## config.mk

```make
export PLATFORM = sky130hd
export DESIGN_NAME = router_rx_port
export DESIGN_NICKNAME = d
export VERILOG_FILES = /design/src/rtl/router_rx_port.sv
export SDC_FILE = /design/constraint.sdc
export NUM_CORES = 1
export LEC_CHECK = 0
export ABC_AREA = 1
export CAP_MARGIN = 10
export CORE_ASPECT_RATIO = 0.5
export CORE_MARGIN = 5
export CORE_UTILIZATION = 51
export DETAILED_ROUTE_END_ITERATION = 12
export GPL_TIMING_DRIVEN = 1
export PLACE_DENSITY = 0.75
export SKIP_CTS_REPAIR_TIMING = 1
export SYNTH_ARGS = -nofsm -noshare
export SYNTH_HDL_FRONTEND = slang
export SYNTH_SLANG_ARGS = --single-unit
```

## constraint.sdc

```tcl
create_clock -name clock -period 2.4 [get_ports clock]
set_input_delay 0.36 -clock clock [delete_from_list [all_inputs] [get_ports clock]]
set_output_delay 0.36 -clock clock [all_outputs]
set_load 0.05 [all_outputs]
```

## src/rtl/router_rx_port.sv

```systemverilog
// Router receive port: reassembles 4-byte serial packets into 32-bit words
// and queues them for the crossbar. Checker guarded by ROUTER_RX_PROTOCOL_CHECK_EN.
module router_rx_port #(
   parameter int PORTID = 0,
   parameter int DEPTH  = 2
) (
   input  logic        clock,
   input  logic        reset,
   output logic        free_out,
   input  logic        put_in,
   input  logic [7:0]  payload_in,
   output logic [31:0] pkt_out,
   output logic [3:0]  pkt_dest,
   output logic        pkt_valid,
   input  logic        pkt_ready,
   output logic [3:0]  count,
   output logic        proto_err
);

   localparam int              PW     = (DEPTH > 1) ? $clog2(DEPTH) : 1;
   localparam logic [3:0]      LDEPTH = 4'(DEPTH);
   localparam logic [PW-1:0]   LAST   = PW'(DEPTH - 1);

   if (DEPTH < 1 || DEPTH > 8 || PORTID < 0 || PORTID > 15) begin : g_bad_param
      $error("router_rx_port: illegal DEPTH or PORTID");
   end

   typedef enum logic {IDLE, RECV} state_t;

   state_t        r_state;
   logic [1:0]    r_ptr;
   logic [31:0]   r_asm;
   logic [31:0]   r_mem [DEPTH];
   logic [PW-1:0] r_wptr;
   logic [PW-1:0] r_rptr;
   logic [3:0]    r_count;
   logic [31:0]   r_head;

   logic          w_room;
   logic          w_start;
   logic          w_push;
   logic          w_pop;
   logic [31:0]   w_word;
   logic [PW-1:0] w_wnext;
   logic [PW-1:0] w_rnext;

   assign w_room  = (r_count < LDEPTH);
   assign w_start = (r_state == IDLE) && put_in && w_room;
   assign w_push  = (r_state == RECV) && put_in && (r_ptr == 2'd3);
   assign w_pop   = (r_count != 4'd0) && pkt_ready;
   assign w_word  = {r_asm[31:8], payload_in};
   assign w_wnext = (r_wptr == LAST) ? '0 : r_wptr + 1'b1;
   assign w_rnext = (r_rptr == LAST) ? '0 : r_rptr + 1'b1;

   assign free_out  = (r_state == IDLE) && !put_in && w_room;
   assign pkt_out   = r_head;
   assign pkt_dest  = r_head[27:24];
   assign pkt_valid = (r_count != 4'd0);
   assign count     = r_count;

   always_ff @(posedge clock or posedge reset) begin
      if (reset) begin
         r_state <= IDLE;
         r_ptr   <= 2'd0;
         r_asm   <= 32'd0;
      end else begin
         unique case (r_state)
            IDLE: begin
               if (w_start) begin
                  r_asm[31:24] <= payload_in;
                  r_ptr        <= 2'd1;
                  r_state      <= RECV;
               end
            end
            RECV: begin
               if (put_in) begin
                  unique case (r_ptr)
                     2'd0: r_asm[31:24] <= payload_in;
                     2'd1: r_asm[23:16] <= payload_in;
                     2'd2: r_asm[15:8]  <= payload_in;
                     2'd3: r_asm[7:0]   <= payload_in;
                  endcase
                  if (r_ptr == 2'd3) begin
                     r_ptr   <= 2'd0;
                     r_state <= IDLE;
                  end else begin
                     r_ptr <= r_ptr + 2'd1;
                  end
               end else begin
                  r_ptr   <= 2'd0;
                  r_state <= IDLE;
               end
            end
            default: begin
               r_ptr   <= 2'd0;
               r_state <= IDLE;
            end
         endcase
      end
   end

   always_ff @(posedge clock) begin
      if (w_push) r_mem[r_wptr] <= w_word;
   end

   // Head register: refill from storage when more remain, else take the new word.
   always_ff @(posedge clock or posedge reset) begin
      if (reset) begin
         r_wptr  <= '0;
         r_rptr  <= '0;
         r_count <= 4'd0;
         r_head  <= 32'd0;
      end else begin
         if (w_push) r_wptr <= w_wnext;
         if (w_pop)  r_rptr <= w_rnext;
         unique case ({w_push, w_pop})
            2'b10:   r_count <= r_count + 4'd1;
            2'b01:   r_count <= r_count - 4'd1;
            default: r_count <= r_count;
         endcase
         if (w_pop && (r_count > 4'd1))
            r_head <= r_mem[w_rnext];
         else if (w_push && ((r_count == 4'd0) || w_pop))
            r_head <= w_word;
      end
   end

`ifdef ROUTER_RX_PROTOCOL_CHECK_EN
   localparam logic [3:0] LPORT = 4'(PORTID);

   logic r_err;
   logic w_trunc;
   logic w_illegal;
   logic w_badsrc;

   assign w_trunc   = (r_state == RECV) && !put_in;
   assign w_illegal = (r_state == IDLE) && put_in && (r_count == LDEPTH);
   assign w_badsrc  = w_push && (w_word[31:28] != LPORT);

   always_ff @(posedge clock or posedge reset) begin
      if (reset)
         r_err <= 1'b0;
      else if (w_trunc || w_illegal || w_badsrc)
         r_err <= 1'b1;
   end

   assign proto_err = r_err;
`else
   assign proto_err = 1'b0;
`endif

endmodule

```

==> summary.txt <==
layout cells sized above 1 - 10.3%
Rows - 26
initial detailed-routing violation count - 337
drt via density - 5.50
Num CTS Buffers - 17
Fill cells - 772
post-synth top area cell - edfxtp_1
mean routed wirelength per cell - 17.5 um
Yosys top cell area share - 34.9%
sequential element share of the synthesized area - 64.5%
Critical Path AT - 2.45 ns
Detail Route Antenna Nets - 0
max_cap viols - 0
placer congestion estimate - 0.801
FF/Latch Area - 3550 um2
Leak - 0.00293 uW
Synth Instances - 527
crit share post-route - 90.7%
dominant synthesized flop cell - dfrtp_1
Synth cell types - 24
DRC - 0
unrepaired setup endpoints after global routing - false
Slew @ Worst Pin - 0.760 ns
Yosys reg bits - 129
DRT Wirelength - 12.8 mm
DP Wirelength - 7.79 mm
core area - 10,400 um2
Area growth, synth to finish - 22.0%
Die Ht - 83.4 um
GRT Util Overall - 21.0%
Starting Density - 53.0%
EDFF count, synth - 64
Post-Syn Nets - 547
R2R cell count - 6
CTS root buf - clkbuf_16
Avg Inst Size Synth - 10.4 um2
first-pass GRT wire length - 21.2 mm
placed cell count - 703
n_diodes - 0
initial antenna violation count - 0
top-count cell post-synth - nand2_1
Worst Path Required - 2.68 ns
crit-path max FO - 64
WS Path Type - reg -> reg
leading cell types by count after synthesis - nand2_1, nand3_1, dfrtp_1
Max Root-Sink Buffers - 2
CTS HTree Levels - 4
fin nets - 602
CTS tree - done
status - finished, final reports clean
worst hold slack - 0.327 ns
Synth warnings - 0
Slew Viols, Final - 0
Mapped Area - 5500 um2
Pre-Repair DR Iteration Count - 5
I/O pins - 55
grt ovf - 0
final setup vio count - 0
VDD IR-drop max - 0.000718 V
worst-skew pair later-pin latency - 0.42 ns
via count - 4,045
crit end category - register
Max Freq - 459 MHz
DIE AREA - 13,100 um2
area of the multi-input gates - 1680 um2
Async SR Flop Fraction - 50.4%
relative slew slack - 49.4%
final hold vios - 0
dominant cells by area after synthesis - edfxtp_1, dfrtp_1, nand3_1, nand2_1, o21ai_0
Pwr Density - 1410 nW/um2
die width - 157 um
pin count of the biggest net entering global routing - 65
Port Buf Inserts - 53
Final Instance Count excl. Fillers - 735
Reg clk slew, reported paths - 0.05 ns
Tmin final - 2.18 ns
CTS sink cnt - 129
Clock Skew - 0.00922 ns
vias in the first global route - 3,996
Hold WC Path Type - in -> async
CP Launch Type - register
cells by family after synthesis:
group           count (synthesis)  share of synthesized area, %
simple gates                  303                          25.0
flops                         129                          64.5
buf+inv                        57                          5.12
compound gates                 24                          2.64
fa+ha+maj                       8                          1.82
xor+xnor                        5                         0.796
other cells                     1                        0.0682
sequential cells by signal, indices dropped and copies added, names as in the netlist:
register	flops
r_wptr	1
count	4
r_mem	64
r_asm	24
r_rptr	1
pkt_out	32
r_ptr	2
r_state	1
per-layer routing:
metal	share of wire, %	vias to the layer above	global-route usage, %	wire, um
li1	-	1902	-	-
met1	44	1918	29.7	5690
met2	45	199	31.0	5820
met3	8.6	26	5.56	1110
met4	1.8	0	8.11	225
met5	0	-	0	0
placed cells by master (no fill, tap or decap), types with 4 or more instances in the layout:
master / netlist / layout
inv_1: 22 / 21
clkinv_2: 0 / 5
clkdlybuf4s50_1: 0 / 51
ha_1: 8 / 8
clkbuf_16: 0 / 17
clkbuf_1: 8 / 6
nand3_2: 4 / 4
edfxtp_1: 64 / 64
nor2_1: 14 / 12
o21ai_0: 21 / 21
nand3_1: 135 / 135
nand2_1: 142 / 142
dfrtp_1: 65 / 65
buf_4: 7 / 17
through the flow:
step | power, uW | util [%] | TNS [ns] | setup slack, ns | area, um2
after floorplan | 5860 | - | -3.63 | -0.0567 | 5500
after global placement | 6890 | 59.2 | 0 | 0.310 | 6150
after detailed placement | 6980 | 59.2 | 0 | 0.254 | 6150
after CTS | 9460 | 64.6 | 0 | 0.235 | 6710
after global routing | 9900 | 64.6 | 0 | 0.0566 | 6710
final | 9430 | 64.6 | 0 | 0.222 | 6710
layout make-up:
cell class	count	share of cell area (%)
clock buffers	25	7.09
clock inverters	7	1.27
inverters	24	1.34
multi-input cells	341	25.0
flip-flops and latches	129	52.9
well taps	140	2.61
repair buffers	69	9.81
report_power, final:
| group | switching (uW) | internal, uW | leakage [uW] |
|---|---|---|---|
| sequential | 523 | 2960 | 0.00140 |
| combinational | 2360 | 1110 | 0.00126 |
| clock | 889 | 1570 | 0.000279 |
| total | 3780 | 5650 | 0.00293 |
final timing paths:
| check | start | endpoint | slack (ns) |
|---|---|---|---|
| min in group clock | r_state | r_ptr[0] | 0.50 |
| hold / removal | reset | count[1] | 0.33 |
| max in group asynchronous | reset | pkt_out[23] | 1.45 |
| hold reg to reg | r_state | r_ptr[0] | 0.50 |
| setup reg to reg | count[1] | pkt_out[20] | 0.22 |
| setup / recovery | count[1] | pkt_out[20] | 0.22 |
worst max-delay path, cell delays in order (launching register included):
cell	delay [ns]
dfrtp_1	0.45
inv_1	0.12
ha_1	0.28
nand2_4	0.14
nand3_4	0.54
nand3_1	0.36
nand3_1	0.11
Power figures use the tool's default switching activity.
